--- src/rtl/regfile_writeback_ctrl.sv ---
// Register file write-back front end: ALU/MEM round-robin arbiter, result FIFO, write port.
// Optional forwarding lookup (chk_hit/chk_data) enabled by defining WB_FORWARD_EN.
module regfile_writeback_ctrl #(
   parameter int DATA_W = 16,
   parameter int ADDR_W = 4,
   parameter int DEPTH  = 4
) (
   input  logic              clk,
   input  logic              rst_n,
   input  logic              alu_valid,
   input  logic [ADDR_W-1:0] alu_dest,
   input  logic [DATA_W-1:0] alu_data,
   output logic              alu_ready,
   input  logic              mem_valid,
   input  logic [ADDR_W-1:0] mem_dest,
   input  logic [DATA_W-1:0] mem_data,
   output logic              mem_ready,
   input  logic              wb_stall,
   input  logic              flush,
   output logic              reg_write_en,
   output logic [ADDR_W-1:0] reg_write_dest,
   output logic [DATA_W-1:0] reg_write_data,
   output logic              wb_busy,
   input  logic [ADDR_W-1:0] chk_addr,
   output logic              chk_hit,
   output logic [DATA_W-1:0] chk_data
);

   localparam int PW = $clog2(DEPTH);
   localparam int CW = PW + 1;

   typedef enum logic {
      PRIO_ALU = 1'b0,
      PRIO_MEM = 1'b1
   } prio_t;

   prio_t prio;

   logic [ADDR_W-1:0] q_dest [DEPTH];
   logic [DATA_W-1:0] q_data [DEPTH];
   logic [PW-1:0]     wr_ptr;
   logic [PW-1:0]     rd_ptr;
   logic [CW-1:0]     count;

   logic              space;
   logic              alu_push;
   logic              mem_push;
   logic              push;
   logic              pop;
   logic              both_valid;
   logic [ADDR_W-1:0] push_dest;
   logic [DATA_W-1:0] push_data;

   // A pop in this cycle never frees space for a push in the same cycle
   assign space      = (count < CW'(DEPTH)) & ~flush;
   assign alu_ready  = space & (~mem_valid | (prio == PRIO_ALU));
   assign mem_ready  = space & (~alu_valid | (prio == PRIO_MEM));
   assign alu_push   = alu_valid & alu_ready;
   assign mem_push   = mem_valid & mem_ready;
   assign push       = alu_push | mem_push;
   assign pop        = (count != '0) & ~wb_stall & ~flush;
   assign both_valid = alu_valid & mem_valid;
   assign push_dest  = alu_push ? alu_dest : mem_dest;
   assign push_data  = alu_push ? alu_data : mem_data;
   assign wb_busy    = (count != '0) | reg_write_en;

   always_ff @(posedge clk) begin
      if (push) begin
         q_dest[wr_ptr] <= push_dest;
         q_data[wr_ptr] <= push_data;
      end
   end

   always_ff @(posedge clk or negedge rst_n) begin
      if (!rst_n) begin
         wr_ptr         <= '0;
         rd_ptr         <= '0;
         count          <= '0;
         prio           <= PRIO_ALU;
         reg_write_en   <= 1'b0;
         reg_write_dest <= '0;
         reg_write_data <= '0;
      end else begin
         if (flush) begin
            wr_ptr       <= '0;
            rd_ptr       <= '0;
            count        <= '0;
            reg_write_en <= 1'b0;
         end else begin
            reg_write_en <= pop;
            if (push) wr_ptr <= wr_ptr + PW'(1);
            if (pop) begin
               rd_ptr         <= rd_ptr + PW'(1);
               reg_write_dest <= q_dest[rd_ptr];
               reg_write_data <= q_data[rd_ptr];
            end
            unique case ({push, pop})
               2'b10:   count <= count + CW'(1);
               2'b01:   count <= count - CW'(1);
               default: count <= count;
            endcase
         end
         // Hand priority to the producer that lost this contention
         if (both_valid & push) begin
            prio <= (prio == PRIO_ALU) ? PRIO_MEM : PRIO_ALU;
         end
      end
   end

`ifdef WB_FORWARD_EN
   logic [PW-1:0] fwd_idx;

   // Walk oldest to youngest so the youngest match overrides
   always_comb begin
      fwd_idx  = '0;
      chk_hit  = reg_write_en & (reg_write_dest == chk_addr);
      chk_data = chk_hit ? reg_write_data : '0;
      for (int i = 0; i < DEPTH; i++) begin
         fwd_idx = rd_ptr + PW'(i);
         if ((CW'(i) < count) && (q_dest[fwd_idx] == chk_addr)) begin
            chk_hit  = 1'b1;
            chk_data = q_data[fwd_idx];
         end
      end
   end
`else
   logic chk_unused;

   assign chk_unused = ^chk_addr;
   assign chk_hit    = 1'b0;
   assign chk_data   = '0;
`endif

endmodule

--- config.mk ---
export PLATFORM = sky130hd
export DESIGN_NAME = regfile_writeback_ctrl
export DESIGN_NICKNAME = d
export VERILOG_FILES = /design/src/rtl/regfile_writeback_ctrl.sv
export SDC_FILE = /design/constraint.sdc
export NUM_CORES = 1
export LEC_CHECK = 0
export ABC_AREA = 1
export BUFFER_PORTS_ARGS = -buffer_cell sky130_fd_sc_hd__buf_4
export CAP_MARGIN = 20
export CORE_ASPECT_RATIO = 0.8
export CORE_UTILIZATION = 30
export CTS_CLUSTER_DIAMETER = 60
export CTS_CLUSTER_SIZE = 28
export DETAILED_ROUTE_END_ITERATION = 7
export REMOVE_ABC_BUFFERS = 1
export SETUP_SLACK_MARGIN = 0.02
export SLEW_MARGIN = 30
export SYNTH_ARGS = -nofsm -noshare
export SYNTH_HDL_FRONTEND = slang
export SYNTH_SLANG_ARGS = --single-unit
--- constraint.sdc ---
create_clock -name clk -period 3.99 [get_ports clk]
set_input_delay 0 -clock clk [delete_from_list [all_inputs] [get_ports clk]]
set_output_delay 0 -clock clk [all_outputs]
set_load 0.005 [all_outputs]
-- After elaboration in Yosys (flattened, before gate mapping)
Memories as Yosys holds them, arrays and structs flattened. A register that Yosys moved wholly into a read port is not among the register bits.
Cells that the tools add are included.
- input port bits: 50
- memory bits (writable): 80
- bits in registers: 9
- memories kept: 2
- word-level logic and storage cells: 51
- output and inout port bits: 41
- memory list (memory ; words ; bits a word ; read ports ; clocked after memory_dff ; wr ports ; line ; text):
    q_data ; 4 ; 16 ; 1 ; 1 ; 1 ; 40 ; logic [DATA_W-1:0] q_data [DEPTH];
    q_dest ; 4 ; 4 ; 1 ; 1 ; 1 ; 39 ; logic [ADDR_W-1:0] q_dest [DEPTH];
- mux-type cells: 12
- add/subtract/negate cells: 4
- bitwise operators: 18
- eq/ne operators: 2
- $lt $le $gt $ge: 1
- reduce and logical (&&, ||, !) cells: 7
- operators by type and width (kind ; count):
    2-to-1 mux 16 bit ; 1
    AND 1 bit ; 9
    2-to-1 mux 2 bit ; 4
    case mux 3 bit (2 select lines) ; 1
    nonzero test 3 bit ; 2
    inverter 1 bit ; 5
    adder 2 x 1 -> 2 bit, second input constant ; 2
    2-to-1 mux 1 bit ; 4
    2-to-1 mux 4 bit ; 1
    OR 1 bit ; 4
    nonzero test 2 bit ; 2
    adder 3 x 1 -> 3 bit, second input constant ; 1
    less-than comparator 3 bit, second input constant ; 1
    2-to-1 mux 3 bit ; 1
    subtractor 3 x 1 -> 3 bit, second input constant ; 1
    == test 2 x 1 -> 1 bit, second input constant ; 1
    == test 2 bit, second input constant ; 1
    zero test 1 bit ; 2
    AND reduction 2 bit ; 1

-- Longest topological paths before layout
Gate-level depths: netlist of the first run.
- depth after elaboration: 8
- depth in mapped cells: 10
- mapped depth without buffers: 10

-- Worst setup path before layout of the first run
OpenSTA, ideal clock, no wires.
- path type: register to register
- from: register count[2]
- to: memory q_data[0][0], enable pin
- library setup time: 0.397 ns
- setup slack: 2.012 ns
- arrival: 1.581 ns
- path buffers: 0
- stages on the path, launching flop included: 4
- required time: 3.593 ns
- period minus slack after synthesis: 1.978 ns
- cell sequence: dfrtp_1 > nor2_4 > nand2_1 > nor2_1
- cells in the longest elaborated chain, start to end: 7
- elaborated cells on any way between the ends: 9
- classes of those cells: 1 x order compare; 2 x mux; 6 x bitwise
- RTL lines (what ; line ; text):
    from (decl) ; 43 ; logic [CW-1:0] count;
    from (signal assigned) ; 98 ; 2'b10: count <= count + CW'(1);
    from (signal assigned) ; 99 ; 2'b01: count <= count - CW'(1);
    from (signal assigned) ; 100 ; default: count <= count;
    less-than comparator 3 bit * ; 55 ; assign space = (count < CW'(DEPTH)) & ~flush;
    AND 1 bit * ; 55 ;
    AND 1 bit, on equally long branches ; 56, 57 ;
    AND 1 bit, on equally long branches ; 58, 59 ;
    OR 1 bit * ; 60 ; assign push = alu_push | mem_push;
    2-to-1 mux 1 bit * ; 68 ; if (push) begin
    2-to-1 mux 1 bit (implied by the code) * ; 70 ; q_data[wr_ptr] <= push_data;
    to (decl) ; 40 ;
Every way passes the cells marked *; elsewhere a longest branch is shown, timed or not.

-- Worst setup path in the final report of the first run
- from: register count[2]
- to: memory q_dest[2][0], data pin
- cells in the longest elaborated chain, start to end: 5
- RTL lines (what ; line ; text):
    less-than comparator 3 bit ; 55 ;
    AND 1 bit ; 55 ;
    AND 1 bit ; 56 ; assign alu_ready = space & (~mem_valid | (prio == PRIO_ALU));
    AND 1 bit ; 58 ; assign alu_push = alu_valid & alu_ready;
    2-to-1 mux 4 bit ; 63 ; assign push_dest = alu_push ? alu_dest : mem_dest;
    named net push_dest[0] ; 51 ; logic [ADDR_W-1:0] push_dest;
    to (decl) ; 39 ;
The timed path passes the listed nets, and every way through them passes these cells.

==> results of run 1 <==
## cell type report
type,instances,area (µm²)
well taps,210,263
flip-flops and latches,109,3130
clock inverters,2,35.0
clock buffers,14,254
repair buffers,119,1000
fillers,1469,9090
inverters,20,75.1
multi-input cells,248,1360
## state kept, by name (all words and copies together), names as in the netlist
register        flops
q_data             64
q_dest             16
reg_write_data     16
reg_write_dest      4
count               3
rd_ptr              2
wr_ptr              2
prio                1
reg_write_en        1
## routing by layer
metal | up-vias | share of wire (%) | GRT usage (%)
met2 | 83 | 48 | 22.5
met4 | 0 | 2.1 | 5.81
li1 | 1548 | - | -
met1 | 1566 | 46 | 16.5
met3 | 10 | 3.8 | 2.80
met5 | - | 0 | 0
## worst paths after layout
path	start	to
max reg2reg	count[2]	q_dest[2][0]
min in group asynchronous	rst_n	reg_write_dest[1]
max	count[2]	q_dest[2][0]
max in group asynchronous	rst_n	reg_write_data[10]
min	alu_data[5]	q_data[3][5]
min reg2reg	reg_write_data[2]	reg_write_data[2]
## power by group through the flow
| stage | combinational [W] | sequential [W] | clock, W |
|---|---|---|---|
| final | 0.00103 | 0.00162 | 0.000863 |
| after global routing | 0.00116 | 0.00165 | 0.000931 |
| after CTS | 0.00105 | 0.00162 | 0.000887 |
| after detailed placement | 0.000985 | 0.00164 | 0 |
| after global placement | 0.000952 | 0.00164 | 0 |
| after floorplan | 0.000520 | 0.00164 | 0 |
## cells in the mapped netlist, drive strengths merged
library cell / n / area, µm²
conb: 1 / 3.75
or2: 1 / 6.26
nand2: 81 / 307
o21a: 1 / 7.51
a21oi: 3 / 18.8
xor2: 1 / 8.76
edfxtp: 80 / 2400
o22ai: 20 / 125
mux2: 20 / 300
o21ai: 45 / 229
nor2: 48 / 188
nand3: 6 / 30.0
buf: 23 / 175
fa: 1 / 20.0
ha: 4 / 50.1
clkbuf: 13 / 50.0
inv: 20 / 75.1
dfrtp: 29 / 726
## what timing repair did
item,CTS,global route
endpoints found under the hold margin,110,0
endpoints found under the setup margin,0,0
hold buffers,44,0
gates resized for setup,0,0
## kinds of logic (layout without fill, tap and decap cells)
group | count (synthesis) | count (layout) | share of synthesized area [%]
mux | 20 | 20 | 6.36
flops | 109 | 109 | 66.2
buf+inv | 56 | 155 | 6.36
other cells | 1 | 17 | 0.0794
xor+xnor | 1 | 1 | 0.186
simple gates | 136 | 136 | 11.2
fa+ha+maj | 5 | 5 | 1.48
compound gates | 69 | 69 | 8.06
## critical path: stages (launching register included)
cell	delay, ns
dfrtp_1	0.45
nor2_4	0.19
o21ai_2	0.07
inv_2	0.06
nand2_2	0.45
mux2_4	0.50
dlygate4sd3_1	0.60
## stage by stage
step                hold slack [ns]  instances
global route               0.000172        722
detailed placement          -0.0312        662
finish                       0.0143        722
floorplan                    -0.296        377
global placement            -0.0322        662
CTS                        0.000804        722
==> flow_metrics.env, run 1 <==
export IMPL_status="finished clean"
export IMPL_yosysSeqAreaShare_pct=66.2
export IMPL_die_w_um=142
export IMPL_n_antenna_cell=0
export IMPL_place_area_um2=5390
export IMPL_drt_antenna_violating_nets=0
export IMPL_dr_pass1_iters=5
export IMPL_rows=40
export IMPL_area_growth_pct=29.7
export IMPL_htreeDepth=3
export IMPL_setup_tns_ns=0
export IMPL_pwr_share_seq_pct=46.2
export IMPL_endpoint_kind="register"
export IMPL_die_h_um=114
export IMPL_p_int_w=0.00246
export IMPL_netlist_area_um2=4720
export IMPL_worstRegToRegCells=6
export IMPL_fmax_mhz=385
export IMPL_num_vias=3207
export IMPL_wl_per_cell_um=14.1
export IMPL_routed_wl_um=10200
export IMPL_core_area_um2=15200
export IMPL_cts_root_buf="clkbuf_16"
export IMPL_clkLatencyLatePin_ns=0.34
export IMPL_grt_overflow=0
export IMPL_period_minus_slack_ns=2.60
export IMPL_ys_ff_latch=109
export IMPL_place_ws_ns=1.92
export IMPL_final_hold_viol_count=0
export IMPL_yosysWarnings=0
export IMPL_startpoint_type="register"
export IMPL_slew_headroom_pct=45.4
export IMPL_powerDensity_nw_per_um2=573
export IMPL_grt_max_degree=43
export IMPL_cts_setup_buffers=0
export IMPL_numClockSinks=109
export IMPL_cts_tree="yes"
export IMPL_whs_path_depth=2
export IMPL_combPwrFrac_pct=29.2
export IMPL_grt_usage_pct=13.3
export IMPL_cts_made_buffers=9
export IMPL_rsz0062_at_grt="false"
export IMPL_nets=562
export IMPL_swShare_pct=29.9
export IMPL_drtIter0Drc=179
export IMPL_first_global_vias=3095
export IMPL_grt_pass1_wl_um=16100
export IMPL_dp_hpwl_um=5850
export IMPL_peakVddDrop_uv=189
export IMPL_drive_gt1_share_pct=23.2
export IMPL_setup_violations=0
export IMPL_min_path_type="input pin to register"
export IMPL_switchingPower_w=0.00105
export IMPL_power_w=0.00351
export IMPL_route_detailed_drc=0
export IMPL_ys_types=27
export IMPL_worstPathArrival_ns=2.67
export IMPL_maxCapViolations=0
export IMPL_via_per_inst=4.44
export IMPL_postSynthAreaPerCell_um2=11.9
export IMPL_final_area_um2=6120
export IMPL_tightest_slew_ns=0.816
export IMPL_final_cell_mix="80 x nand2_1, 80 x edfxtp_1, 75 x buf_4"
export IMPL_cts_clk_slew_worst_paths_ns=0.07
export IMPL_setup_ws_ns=1.39
export IMPL_clockBufferDepth=2
export IMPL_gp_congestion=0.682
export IMPL_cp_required_ns=4.07
export IMPL_port_buffers=69
export IMPL_p_leak_nw=2.59
export IMPL_reg2reg_slack_ns=1.39
export IMPL_design_die_area_um2=16200
export IMPL_clkPwrFrac_pct=24.6
export IMPL_crit_fanout=20
export IMPL_start_util_pct=31.0
export IMPL_netlist_instances=397
export IMPL_pin_count=91
export IMPL_final_setup_skew_ns=0.00561
export IMPL_antenna_found_initial=0
export IMPL_critPathKind="register to register"
export IMPL_fin_util_pct=40.2
export IMPL_finalCritPeriodShare_pct=65.1
export IMPL_drv_slew=0
No activity file was read; power rests on OpenSTA's default activity.
==> run 2: changes to the inputs <==
--- a/config.mk
+++ b/config.mk
@@ -5,7 +5,7 @@
 export SDC_FILE = /design/constraint.sdc
 export NUM_CORES = 1
 export LEC_CHECK = 0
-export ABC_AREA = 1
+export ABC_AREA = 0
 export BUFFER_PORTS_ARGS = -buffer_cell sky130_fd_sc_hd__buf_4
 export CAP_MARGIN = 20
 export CORE_ASPECT_RATIO = 0.8
==> constraint.sdc (replaced) <==
create_clock -name clk -period 2.13 [get_ports clk]
set_input_delay 0 -clock clk [delete_from_list [all_inputs] [get_ports clk]]
set_output_delay 0 -clock clk [all_outputs]
set_load 0.005 [all_outputs]
==> run 2 against run 1 <==
  * Register-to-register slack worse by 1.3 ns
  * Setup slack worse by 1.3 ns
  * Sequential power increased by 74%
  * Non-clock buffer count decreased by 19
  * Clock power is 95% higher
  * First-iteration DRC count shrank 47%
==> flow_metrics.env, run 2 <==
export IMPL_status="finished clean"
export IMPL_finalCritPeriodShare_pct=94.9
export IMPL_powerDensity_nw_per_um2=989
export IMPL_design_die_area_um2=15700
export IMPL_startpoint_type="register"
export IMPL_synthAdderAreaFrac_pct=1.54
export IMPL_pwr_share_seq_pct=49.5
export IMPL_final_setup_skew_ns=0.00350
export IMPL_synth_area_leaders="edfxtp_1 53%, dfrtp_1 16%, mux2_2 9.9%, mux4_2 9.9%, buf_4 2.8%"
export IMPL_synth_ff_type="edfxtp_1"
export IMPL_yosysSeqAreaShare_pct=68.6
export IMPL_drt_antenna_violating_nets=0
export IMPL_hold_slack_ns=0.00653
export IMPL_cp_required_ns=2.36
export IMPL_setup_violations=0
export IMPL_pin_count=91
export IMPL_drtIter0Drc=95
export IMPL_gp_congestion=0.740
export IMPL_start_util_pct=31.3
export IMPL_min_path_type="input pin to register"
export IMPL_synth_top_family_by_area="multiplexers"
export IMPL_dr_wl_met3_um=438
export IMPL_grt_usage_pct=12.0
export IMPL_num_vias=2420
export IMPL_first_global_vias=2522
export IMPL_fmax_mhz=494
export IMPL_final_hold_viol_count=0
export IMPL_yosysWarnings=0
export IMPL_numClockSinks=109
export IMPL_largest_register_ffs=64
export IMPL_die_h_um=112
export IMPL_regMostFlops="q_data"
export IMPL_wl_per_cell_um=16.2
export IMPL_p_int_w=0.00434
export IMPL_dp_hpwl_um=5640
export IMPL_grt_overflow=0
export IMPL_via_per_inst=4.51
export IMPL_dr_pass1_iters=4
export IMPL_p_leak_nw=2.19
export IMPL_period_minus_slack_ns=2.02
export IMPL_swShare_pct=24.0
export IMPL_topRoutingLayerUsed="met4"
export IMPL_ys_ff_latch=109
export IMPL_nets=402
export IMPL_n_antenna_cell=0
export IMPL_r2r_end="count[1]"
export IMPL_worstPathArrival_ns=2.25
export IMPL_critPathLaunch="count[1]"
export IMPL_worstRegToRegCells=6
export IMPL_endpoint_kind="register"
export IMPL_synth_most_common_cell="edfxtp_1"
export IMPL_area_growth_pct=26.5
export IMPL_crit_fanout=4
export IMPL_ys_types=35
export IMPL_cts_root_buf="clkbuf_16"
export IMPL_wl_met1_um=3820
export IMPL_dr_wl_met2_um=4280
export IMPL_htreeDepth=3
export IMPL_cts_tree="yes"
export IMPL_cts_made_buffers=9
export IMPL_routed_wl_um=8680
export IMPL_core_area_um2=14500
export IMPL_fin_util_pct=39.6
export IMPL_netlist_instances=248
export IMPL_synth_simple_area_share_pct=3.29
export IMPL_async_flop_share_pct=26.6
export IMPL_rsz0062_at_grt="false"
export IMPL_synth_xor_area_share_pct=0.769
export IMPL_port_buffers=69
export IMPL_cts_clk_slew_worst_paths_ns=0.07
export IMPL_clkLatencyLatePin_ns=0.35
export IMPL_grt_pass1_wl_um=13700
export IMPL_r2r_start="count[1]"
export IMPL_synth_top_area_share_pct=52.7
export IMPL_die_w_um=140
export IMPL_synth_edff_count=80
export IMPL_netlist_area_um2=4560
export IMPL_drive_gt1_share_pct=48.0
export IMPL_switchingPower_w=0.00137
export IMPL_combPwrFrac_pct=21.1
export IMPL_synth_compound_area_share_pct=1.32
export IMPL_clockBufferDepth=2
export IMPL_drv_slew=0
export IMPL_postSynthAreaPerCell_um2=18.4
export IMPL_rows=39
export IMPL_synth_commonest_cells="80 x edfxtp_1, 40 x mux2_2, 29 x dfrtp_1, 20 x mux4_2, 17 x buf_4"
export IMPL_maxCapViolations=0
export IMPL_reg2reg_slack_ns=0.11
export IMPL_final_cell_mix="89 x buf_4, 80 x edfxtp_1, 40 x mux2_2"
export IMPL_layout_commonest_cell="buf_4"
export IMPL_grt_max_degree=30
export IMPL_peakVddDrop_uv=406
export IMPL_crit_path_end="count[1]"
export IMPL_critPathKind="register to register"
export IMPL_largest_registers="q_data: 64 flops, q_dest: 16 flops, reg_write_data: 16 flops"
export IMPL_synthMuxAreaShare_pct=20.0
export IMPL_clkPwrFrac_pct=29.4
export IMPL_route_detailed_drc=0
export IMPL_antenna_found_initial=0
export IMPL_synth_top_area_cell="edfxtp_1"
-- run 2: cell types whose count changed after synthesis, moves of 9 or more --
cell and delta:
mux4_2 +20, clkbuf_1 -9, nand2_1 -77, mux2_2 +40, nor2_1 -42, o21ai_0 -39, mux2_4 -20, inv_1 -13
o22ai_1 -20
-- run 2: timing repair --
item,CTS,global route
setup endpoints to repair,1,1
gates resized for setup,0,3
pin swaps,1,3
endpoints found under the hold margin,50,0
cloned,0,0
hold buffers,10,0
buffers inserted,1,1
-- run 2: logic make-up (layout without fill, tap and decap cells) --
logic type	count (synthesis)	after routing
DFF	109	109
buffers and inverters	33	121
and+or+nand+nor	26	26
muxes	61	61
adders and majority gates	5	5
AOI/OAI and AO/OA	9	9
other	1	17
xor gates and xnor gates	4	4
-- run 2: layout make-up --
class,instances,area (µm²)
clock inverters,5,60.1
repair buffers,100,788
inverters,5,18.8
fillers,1353,8780
flip-flops and latches,109,3130
multi-input cells,122,1290
well taps,184,230
clock buffers,11,243
-- run 2: power by group through the flow --
stage | sequential [W] | combinational, W | clock (W)
global route | 0.00286 | 0.00132 | 0.00180
CTS | 0.00283 | 0.00123 | 0.00173
global placement | 0.00287 | 0.00118 | 0
finish | 0.00282 | 0.00120 | 0.00168
floorplan | 0.00288 | 0.000538 | 0
detailed placement | 0.00288 | 0.00120 | 0
-- run 2: metrics by stage --
stage                     setup WS, ns  instances  instance area, µm²  power [W]  setup TNS [ns]
after floorplan                -0.0610        236                4440    0.00341          -0.105
after global placement           0.125        508                5340    0.00405               0
after detailed placement        0.0139        508                5340    0.00408               0
after CTS                       0.0756        535                5750    0.00579               0
after global routing           0.00656        536                5760    0.00599               0
final                            0.108        536                5760    0.00570               0
-- run 2: worst min-delay path by stage --
stage,from,to,slack (ns),cells after the start
after floorplan,rst_n,count[0],-0.30,0
after global placement,rst_n,reg_write_data[9],-0.01,1
after detailed placement,rst_n,reg_write_data[9],-0.01,1
after CTS,mem_data[12],q_data[0][12],0.001,2
after global routing,mem_data[12],q_data[0][12],0.009,2
final,mem_data[15],q_data[3][15],0.007,2
-- run 2: critical path, cell delays in order (launching register included) --
cell and delay [ns]:
dfrtp_2 0.45, nor3_2 0.21, or2_1 0.15, nor3_1 0.06, fa_2 0.53, or4b_1 0.42
o311ai_0 0.09
-- run 2: metal layers --
| layer | vias up | track usage, % |
|---|---|---|
| met4 | 0 | 4.32 |
| met1 | 1222 | 14.8 |
| met3 | 13 | 4.05 |
| met5 | - | 0 |
| li1 | 1116 | - |
| met2 | 69 | 19.6 |
